**config.mk**
```make
export PLATFORM = sky130hd
export DESIGN_NAME = freq_gate_controller
export DESIGN_NICKNAME = d
export VERILOG_FILES = /design/src/rtl/freq_ctrl_pkg.sv /design/src/rtl/gate_timer.sv /design/src/rtl/freq_gate_controller.sv
export SDC_FILE = /design/constraint.sdc
export NUM_CORES = 1
export LEC_CHECK = 0
export CORE_UTILIZATION = 60
export DETAILED_ROUTE_END_ITERATION = 7
export HOLD_SLACK_MARGIN = 0.06
export PLACE_DENSITY_LB_ADDON = 0.08
export SYNTH_ARGS = -nofsm -noshare
export SYNTH_HDL_FRONTEND = slang
export SYNTH_SLANG_ARGS = --single-unit
```
**constraint.sdc**
```tcl
create_clock -name clk -period 2.5 [get_ports clk]
set_input_delay 0.375 -clock clk [delete_from_list [all_inputs] [get_ports clk]]
set_output_delay 0.375 -clock clk [all_outputs]
set_load 0.03 [all_outputs]
```
**src/rtl/freq_ctrl_pkg.sv**
```systemverilog
// rtl/freq_ctrl_pkg.sv - shared state type and decade divisors for the frequency gate controller
package freq_ctrl_pkg;

    typedef enum logic [2:0] {
        IDLE,
        CLEAR,
        GATE,
        LATCH,
        HOLD
    } fgc_state_t;

    localparam int DECADE_DIV [0:3] = '{1, 10, 100, 1000};

endpackage

```
**src/rtl/gate_timer.sv**
```systemverilog
// rtl/gate_timer.sv - loadable down-counter that stops at zero; done flags the final counted cycle
module gate_timer #(
    parameter int W = 8
) (
    input  logic         clk,
    input  logic         rst,
    input  logic         load,
    input  logic [W-1:0] load_val,
    output logic         done
);

    logic [W-1:0] count_q;
    logic [W-1:0] count_d;

    always_comb begin
        count_d = count_q;
        if (load) begin
            count_d = load_val;
        end else if (count_q != '0) begin
            count_d = count_q - W'(1);
        end
    end

    always_ff @(posedge clk) begin
        if (rst) begin
            count_q <= '0;
        end else begin
            count_q <= count_d;
        end
    end

    assign done = (count_q == W'(1));

endmodule

```
**src/rtl/freq_gate_controller.sv**
```systemverilog
// rtl/freq_gate_controller.sv - gate/clear/latch/hold sequencer for the frequency counter
// Optional decade auto-ranging is compiled in with AUTORANGE_EN.
module freq_gate_controller
    import freq_ctrl_pkg::*;
#(
    parameter int GATE_CYCLES = 100_000_000,
    parameter int HOLD_CYCLES = 50_000_000
) (
    input  logic       clk,
    input  logic       rst,
    input  logic       eden,
    input  logic       cnt_ovf,
    input  logic       cnt_under,
    output logic       cnt_clr,
    output logic       cnt_en,
    output logic       disp_load,
    output logic       busy,
    output logic       ovf_flag,
    output logic [1:0] range
);

    localparam int TMAX = (GATE_CYCLES > HOLD_CYCLES) ? GATE_CYCLES : HOLD_CYCLES;
    localparam int TW   = $clog2(TMAX + 1);

    fgc_state_t    state_q, state_d;
    logic          sticky_q, sticky_d;
    logic          ovf_flag_q, ovf_flag_d;
    logic [1:0]    range_q, range_d;
    logic          gate_load, hold_load;
    logic          gate_done, hold_done;
    logic [TW-1:0] gate_len;
    logic          remeasure;

    always_comb begin
        case (range_q)
            2'd0:    gate_len = TW'(GATE_CYCLES);
            2'd1:    gate_len = TW'(GATE_CYCLES / DECADE_DIV[1]);
            2'd2:    gate_len = TW'(GATE_CYCLES / DECADE_DIV[2]);
            default: gate_len = TW'(GATE_CYCLES / DECADE_DIV[3]);
        endcase
    end

`ifdef AUTORANGE_EN
    // An overflowed window below the top range is retried one decade shorter instead of shown.
    assign remeasure = sticky_q && (range_q != 2'd3);
`else
    logic unused_under;
    assign unused_under = cnt_under;
    assign remeasure    = 1'b0;
`endif

    always_comb begin
        state_d    = state_q;
        sticky_d   = sticky_q;
        ovf_flag_d = ovf_flag_q;
        range_d    = range_q;
        gate_load  = 1'b0;
        hold_load  = 1'b0;
        case (state_q)
            IDLE: begin
                if (eden) state_d = CLEAR;
            end
            CLEAR: begin
                gate_load = 1'b1;
                sticky_d  = 1'b0;
                state_d   = GATE;
            end
            GATE: begin
                if (cnt_ovf) sticky_d = 1'b1;
                if (!eden) begin
                    state_d = IDLE;
                end else if (gate_done) begin
                    state_d = LATCH;
                end
            end
            LATCH: begin
                sticky_d = 1'b0;
                if (remeasure) begin
                    range_d = range_q + 2'd1;
                    state_d = CLEAR;
                end else begin
                    ovf_flag_d = sticky_q;
                    hold_load  = 1'b1;
                    state_d    = HOLD;
`ifdef AUTORANGE_EN
                    if (!sticky_q && cnt_under && range_q != 2'd0) range_d = range_q - 2'd1;
`endif
                end
            end
            HOLD: begin
                if (hold_done) state_d = eden ? CLEAR : IDLE;
            end
            default: state_d = IDLE;
        endcase
    end

    always_ff @(posedge clk) begin
        if (rst) begin
            state_q    <= IDLE;
            sticky_q   <= 1'b0;
            ovf_flag_q <= 1'b0;
            range_q    <= 2'd0;
        end else begin
            state_q    <= state_d;
            sticky_q   <= sticky_d;
            ovf_flag_q <= ovf_flag_d;
            range_q    <= range_d;
        end
    end

    gate_timer #(.W(TW)) u_gate_timer (
        .clk      (clk),
        .rst      (rst),
        .load     (gate_load),
        .load_val (gate_len),
        .done     (gate_done)
    );

    gate_timer #(.W(TW)) u_hold_timer (
        .clk      (clk),
        .rst      (rst),
        .load     (hold_load),
        .load_val (TW'(HOLD_CYCLES)),
        .done     (hold_done)
    );

    assign cnt_clr   = (state_q == CLEAR);
    assign cnt_en    = (state_q == GATE);
    assign disp_load = (state_q == LATCH) && !remeasure;
    assign busy      = (state_q != IDLE);
    assign ovf_flag  = ovf_flag_q;
    assign range     = range_q;

endmodule

```
# Word level (Yosys, flattened, before mapping)
# Index checks and enable logic that the tools add are counted.
[word_totals] reg_bits=59 out_inout_bits=7
[classes] addsub=2 n_eq_ne=10 mux=14 reduce_logical=11
[ops] operator="equality test 27 x 1 -> 1 bit, second input constant" count=2
[ops] operator="two-way mux 27 bit" count=2
[ops] operator="nonzero test 27 bit" count=2
[ops] operator="subtractor 27 x 1 -> 27 bit, second input constant" count=2
[ops] operator="two-way mux 26 bit" count=2
[ops] operator="case mux 3 bit (5 select lines)" count=1
[ops] operator="two-way mux 3 bit" count=4
[ops] operator="equality test 3 x 2 -> 1 bit, second input constant" count=2
[ops] operator="inequality test 2 bit, second input constant" count=3
[ops] operator="nonzero test 2 bit" count=3
[ops] operator="two-way mux 1 bit" count=4
[ops] operator="OR reduction 2 bit" count=2
[ops] operator="equality test 3 x 1 -> 1 bit, second input constant" count=1
[ops] operator="equality test 3 bit, second input constant" count=1
[ops] operator="zero test 3 bit" count=1
[ops] operator="inequality test 3 x 2 -> 1 bit, second input constant" count=1
[ops] operator="AND reduction 3 bit" count=1
[ops] operator="nonzero test 3 bit" count=1
[ops] operator="case mux 1 bit (2 select lines)" count=1
[ops] operator="AND reduction 2 bit" count=1

# Longest topological paths before layout
# Gate-level depths: netlist (run 1).
[depth] ltp_word=4 depth_mapped=9 ltp_nobuf=7

# Modules after synthesis
# From an unflattened synthesis (run 1), not the netlist that was laid out.
[hier_totals] cells_unflattened=450 hier_area_um2=3588.4
[modules_own_cells] module="gate_timer (u_gate_timer)" instances=1 cells_per_inst=207 area_per_inst_um2=1651.6 seq_area_each_um2=540.5
[modules_own_cells] module="gate_timer (u_hold_timer)" instances=1 cells_per_inst=213 area_per_inst_um2=1641.6 seq_area_each_um2=540.5
[modules_own_cells] module="freq_gate_controller" instances=1 cells_per_inst=30 area_per_inst_um2=295.3 seq_area_each_um2=100.1

# Least setup slack after synthesis (run 1)
# No wires, ideal clock.
[synth_timing] path_type="register to register" from="register u_gate_timer.count_q[22]" to="register u_gate_timer.count_q[13]" setup_time_ps=74 t_arrival_ps=1924 required_time_ps=2426 slack_ps=502 path_stages_with_launch=9 n_path_buf=3 cell_sequence="dfxtp_1 -> or2_1 -> or4_1 -> buf_6 -> o31ai_2 -> buf_6 -> buf_12 -> o31ai_1 -> a31oi_1"
[synth_via] elab_chain_cells=2
[synth_rtl] item="start: declaration" line_no="gate_timer.sv:12" text="logic [W-1:0] count_q;"
[synth_rtl] item="start signal: assignment" line_no="gate_timer.sv:28" text="count_q <= count_d;"
[synth_rtl] item="nonzero test 27 bit" line_no="gate_timer.sv:19" text="end else if (count_q != '0) begin"
[synth_rtl] item="nonzero test 2 bit (no source line)"
# No other way between the ends.
# A chain may end at the register's enable or synchronous reset.

# Final worst setup path (run 1)
[layout_timing] from="register state_q[1]" to="output disp_load"
[layout_via] elab_chain_cells=1
[layout_rtl] item="start: declaration" line_no="freq_gate_controller.sv:25" text="fgc_state_t state_q, state_d;"
[layout_rtl] item="start signal: assignment" line_no="freq_gate_controller.sv:104" text="state_q <= state_d;"
[layout_rtl] item="equality test 3 x 2 -> 1 bit" line_no="freq_gate_controller.sv:129" text="assign disp_load = (state_q == LATCH) && !remeasure;"
[layout_rtl] item="end: declaration" line_no="freq_gate_controller.sv:16" text="output logic disp_load,"
# No other way between the ends.

==> results.yml, run 1 <==
finish:
  num-nets-final: 363
  syn_to_final_growth_pct: 10.4
  final_area_mm2: 0.00333
  diodes: 0
  layout_common_cells: "59 x dfxtp_1, 36 x nor2_1, 26 x a21oi_1, 20 x xor2_1, 13 x nor3_1"
  drive_gt1_share_pct: 13.2
  fin_cells: 424
  final_common_cell: "dfxtp_1"
timing:
  setup_ws_ns: 0.236
  period_needed_ns: 2.26
  timing.fmax_ghz: 0.442
  tightest_slew_ns: 0.669
  finalCritPeriodShare_pct: 90.6
  finalSetupViolations: 0
  rsz0062_at_grt: "no"
  clock_skew_ns: 0.00695
  maxSlewHeadroom_pct: 55.4
  drv_slew: 0
  setup_tns_ns: 0
  hold_viol_final: 0
clock_network:
  post_cts_buffers: 0
  clock_sinks: 59
  clockRootBuffer: "clkbuf_8"
  htreeDepth: 3
  ctsHoldBuffers: 0
  clock_path_buffers: 2
  cts_tree: "done"
  cts-resized-gates: 0
  clk_latency_ns: 0.33
  cts.clk_slew.worst_paths_ns: 0.07
  numCtsBuffers: 9
synthesis:
  synth-seq-cells: 59
  syn_inst: 341
  synth-async-reset-ratio_pct: 0
  synthFlopType: "dfxtp_1"
  yosysSeqAreaShare_pct: 39.1
  syn_avg_cell_area_um2: 8.85
  synth_area_mm2: 0.00302
  synth-edff-count: 0
  yosys_warnings: 0
  synth_cell_types: 50
critical_path:
  critical_path_arrival_ns: 1.89
  crit_start: "state_q[1]"
  cp.required_ns: 2.12
  path_cells: "nor2b_1, nand2_1, inv_1, clkdlybuf4s50_1"
  critPathMaxFanout: 6
  start_kind: "flop"
  r2r_start: "u_gate_timer.count_q[0]"
  cp-end-kind: "output port"
  reg2reg_depth: 7
  cp_slowest_cell: "clkdlybuf4s50_1"
  path_class: "reg2out"
  slowest_delay_ns: 0.70
route:
  drt_iter0_drc: 147
  route.detailed.drc: 0
  avgViaCountPerCell: 6.01
  wl_per_cell_um: 14.6
  vias: 2550
  wl_mm: 6.18
  drtAntennaViolNets: 0
  dr.pass1.iters: 4
die:
  die_h_um: 72.9
  initial_core_util_pct: 63.1
  ios: 12
  chipWidth_um: 72.9
  coreArea_mm2: 0.00479
  rows: 25
  dieArea_mm2: 0.00532
min_path:
  hold_depth: 2
  hold_class: "reg2reg"
  hp-start: "ovf_flag"
placement:
  gp_congestion: 0.805
  placed_cells: 409
  placed_cell_area_mm2: 0.00315
  place_ws_ns: 0.310
  port_buffers: 8
  dp_hpwl_mm: 4.15
global_route:
  antenna_found_initial: 0
  grt_use_total_pct: 25.9
  grt_pass1_wl_mm: 10.5
  first_global_vias: 2208
  grt_max_degree: 18
  grt_overflow: 0
outcome:
  status: "complete, no violations"
flow_run:
  drv_cap: 0
==> synthesized netlist by cell type, types with 3 or more instances <==
| cell type | number | area (um^2) |
|---|---|---|
| or4_2 | 3 | 26.3 |
| ha_1 | 5 | 62.6 |
| dfxtp_1 | 59 | 1180 |
| xnor2_1 | 11 | 96.3 |
| a31oi_1 | 10 | 62.6 |
| nor2b_1 | 4 | 25.0 |
| o41ai_1 | 4 | 35.0 |
| or4_1 | 11 | 82.6 |
| or2_2 | 3 | 18.8 |
| a21oi_1 | 26 | 130 |
| nor2_1 | 36 | 135 |
| or3_1 | 9 | 56.3 |
| xor2_1 | 20 | 175 |
| clkbuf_1 | 14 | 52.6 |
| o31ai_1 | 12 | 90.1 |
| buf_6 | 3 | 33.8 |
| nand3_1 | 4 | 20.0 |
| o211ai_1 | 10 | 75.1 |
| nand4_1 | 6 | 37.5 |
| nor4_1 | 9 | 56.3 |
| nand2b_1 | 4 | 25.0 |
| or3_2 | 6 | 45.0 |
| inv_1 | 9 | 33.8 |
| o21ai_0 | 7 | 35.0 |
| nor3_1 | 13 | 65.1 |
| nand2_1 | 10 | 37.5 |
==> cell families (layout without fill, tap and decap cells) <==
kind of cell             Yosys count  in the layout  synth area share (%)
adder cells (fa/ha/maj)            5              5                  2.07
AO/OA/AOI/OAI                     77             77                  16.8
AND/OR/NAND/NOR                  137            137                  27.1
buffers and inverters             29             44                  5.14
flip-flops                        59             59                  39.1
multiplexers                       2              2                 0.663
other                              1              2                 0.124
XOR/XNOR                          31             31                  9.00
==> worst max-delay path, delay by kind of cell (launching register included) <==
kind	cells	cell delay [ns]
simple gates	2	0.33
flops	1	0.43
buf+inv	2	0.79
==> worst paths after layout <==
path	to	slack [ns]
setup / recovery	disp_load	0.24
hold / removal	ovf_flag	0.45
setup reg to reg	u_gate_timer.count_q[18]	0.27
hold reg to reg	ovf_flag	0.45
==> registers in the layout, indices dropped and copies added (netlist names) <==
signal and count:
state_q 3, ovf_flag 1, u_hold_timer.count_q 27, u_gate_timer.count_q 27, sticky_q 1
==> metal layers <==
| layer | up-vias | track usage [%] | routed length (um) |
|---|---|---|---|
| met1 | 1213 | 38.5 | 3240 |
| met5 | - | 0 | 0 |
| met4 | 0 | 13.7 | 161 |
| met3 | 16 | 4.14 | 170 |
| met2 | 34 | 35.4 | 2600 |
| li1 | 1287 | - | - |
==> final cells by class <==
class / instances / area, um^2
flip-flops and latches: 59 / 1180
multi-input cells: 254 / 1690
clock buffers: 13 / 169
fillers: 391 / 1450
clock inverters: 2 / 10.0
repair buffers: 20 / 170
inverters: 9 / 33.8
well taps: 67 / 83.8
==> per-stage QoR <==
stage / utilization [%] / hold WS (ns)
after CTS: 69.6 / 0.454
final: 69.6 / 0.452
after global routing: 69.6 / 0.474
after detailed placement: 65.9 / 0.448
after floorplan: - / 0.432
after global placement: 65.9 / 0.445
Power of run 1 is not shown: default switching activity piles up to over one toggle a cycle in this logic, so the estimate is an artifact.
==> run 2: changes to the inputs <==
--- a/config.mk
+++ b/config.mk
@@ -8,7 +8,7 @@
 export CORE_UTILIZATION = 60
 export DETAILED_ROUTE_END_ITERATION = 7
 export HOLD_SLACK_MARGIN = 0.06
-export PLACE_DENSITY_LB_ADDON = 0.08
+export PLACE_DENSITY = 0.78
 export SYNTH_ARGS = -nofsm -noshare
 export SYNTH_HDL_FRONTEND = slang
 export SYNTH_SLANG_ARGS = --single-unit
==> run 2 against run 1 <==
Net effect:
- fmax decreased by 1.2%
- global-route usage decreased by 0.88 points
- utilization increased by 0.078 points
- via count increased by 0.82%
- first-iteration DRC count decreased by 5.4%
- clock-buffer cell count decreased by 1
- design area increased by 0.11%
==> results.yml, run 2 (same netlist as run 1, synthesis figures left out) <==
timing:
  setup_tns_ns: 0
  rsz0062_at_grt: "no"
  timing.fmax_ghz: 0.437
  drv_slew: 0
  maxSlewHeadroom_pct: 59.4
  tightest_slew_ns: 0.603
  hold_viol_final: 0
  period_needed_ns: 2.29
  finalSetupViolations: 0
  clock_skew_ns: 0.00741
  finalCritPeriodShare_pct: 91.6
outcome:
  status: "complete, no violations"
critical_path:
  critPathMaxFanout: 6
  cp.required_ns: 2.12
  crit_end: "cnt_en"
  start_kind: "flop"
  cp-end-kind: "output port"
  reg2reg_slack_ns: 0.21
  critical_path_arrival_ns: 1.92
  reg2reg_to: "u_gate_timer.count_q[18]"
  path_class: "reg2out"
  crit_start: "state_q[1]"
  reg2reg_depth: 7
  r2r_start: "u_gate_timer.count_q[0]"
min_path:
  hp-start: "ovf_flag"
  hold_class: "reg2reg"
clock_network:
  post_cts_buffers: 0
  htreeDepth: 3
  cts_tree: "done"
  clock_sinks: 59
  clock_path_buffers: 2
  cts.clk_slew.worst_paths_ns: 0.06
  cts-resized-gates: 0
  ctsHoldBuffers: 0
  clk_latency_ns: 0.34
  clockRootBuffer: "clkbuf_8"
  numCtsBuffers: 9
placement:
  dp_hpwl_mm: 4.30
  port_buffers: 8
  gp_congestion: 0.792
route:
  wl_per_cell_um: 14.6
  avgViaCountPerCell: 6.02
  wl_mm: 6.24
  dr.pass1.iters: 4
  route.detailed.drc: 0
  vias: 2571
  drt_iter0_drc: 139
  drtAntennaViolNets: 0
finish:
  reg_top3: "u_gate_timer.count_q x27, u_hold_timer.count_q x27, state_q x3"
  final_common_cell: "dfxtp_1"
  syn_to_final_growth_pct: 10.6
  layout_common_cells: "59 x dfxtp_1, 36 x nor2_1, 26 x a21oi_1, 20 x xor2_1, 15 x buf_4"
  final_util_pct: 69.7
  drive_gt1_share_pct: 13.6
  num-nets-final: 366
  diodes: 0
die:
  initial_core_util_pct: 63.1
  die_h_um: 72.9
  rows: 25
  chipWidth_um: 72.9
  ios: 12
  coreArea_mm2: 0.00479
  dieArea_mm2: 0.00532
global_route:
  grt_use_total_pct: 25.0
  antenna_found_initial: 0
  grt_overflow: 0
  grt_max_degree: 18
  grt_pass1_wl_mm: 10.1
  first_global_vias: 2288
flow_run:
  drv_cap: 0
==> run 2: changes by cell type in the layout (fill, tap and decap cells not counted) <==
cell      change
clkbuf_1      +1
clkinv_2      +1
clkbuf_8      -2
buf_4         +3
==> run 2: layer usage <==
layer / global-route usage (%) / vias up / routed length, um
met5: 0 / - / 0
met4: 14.4 / 0 / 158
met3: 5.39 / 14 / 204
met2: 42.2 / 39 / 3100
met1: 29.3 / 1225 / 2780
li1: - / 1293 / -
==> run 2: critical path, cell delays in order, from the launching register on <==
cell             delay [ns]
dfxtp_1                0.43
nor2b_1                0.24
nor2b_1                0.20
clkdlybuf4s50_1        0.69
==> run 2: layout make-up <==
class / count / area (um^2)
clock inverter: 3 / 15.0
tap: 67 / 83.8
multi-input combinational: 254 / 1690
sequential: 59 / 1180
inverter: 9 / 33.8
fill: 397 / 1450
timing repair buffer: 23 / 193
clock buffer: 12 / 145
==> run 2: worst min-delay path by stage <==
stage | to | slack, ns | depth (start not counted)
floorplan | ovf_flag | 0.43 | 2
global placement | ovf_flag | 0.45 | 2
detailed placement | ovf_flag | 0.45 | 2
CTS | ovf_flag | 0.46 | 2
global route | ovf_flag | 0.48 | 2
finish | ovf_flag | 0.46 | 2
==> run 2: through the flow <==
stage | setup WS (ns) | cell area (um^2) | cells | hold slack [ns]
final | 0.209 | 3340 | 427 | 0.456
after global routing | 0.0239 | 3340 | 427 | 0.482
after CTS | 0.199 | 3340 | 427 | 0.463
after detailed placement | 0.248 | 3180 | 412 | 0.454
after global placement | 0.361 | 3180 | 412 | 0.445
after floorplan | 0.502 | 3020 | 342 | 0.432
Power of run 2 is left out for the same reason.
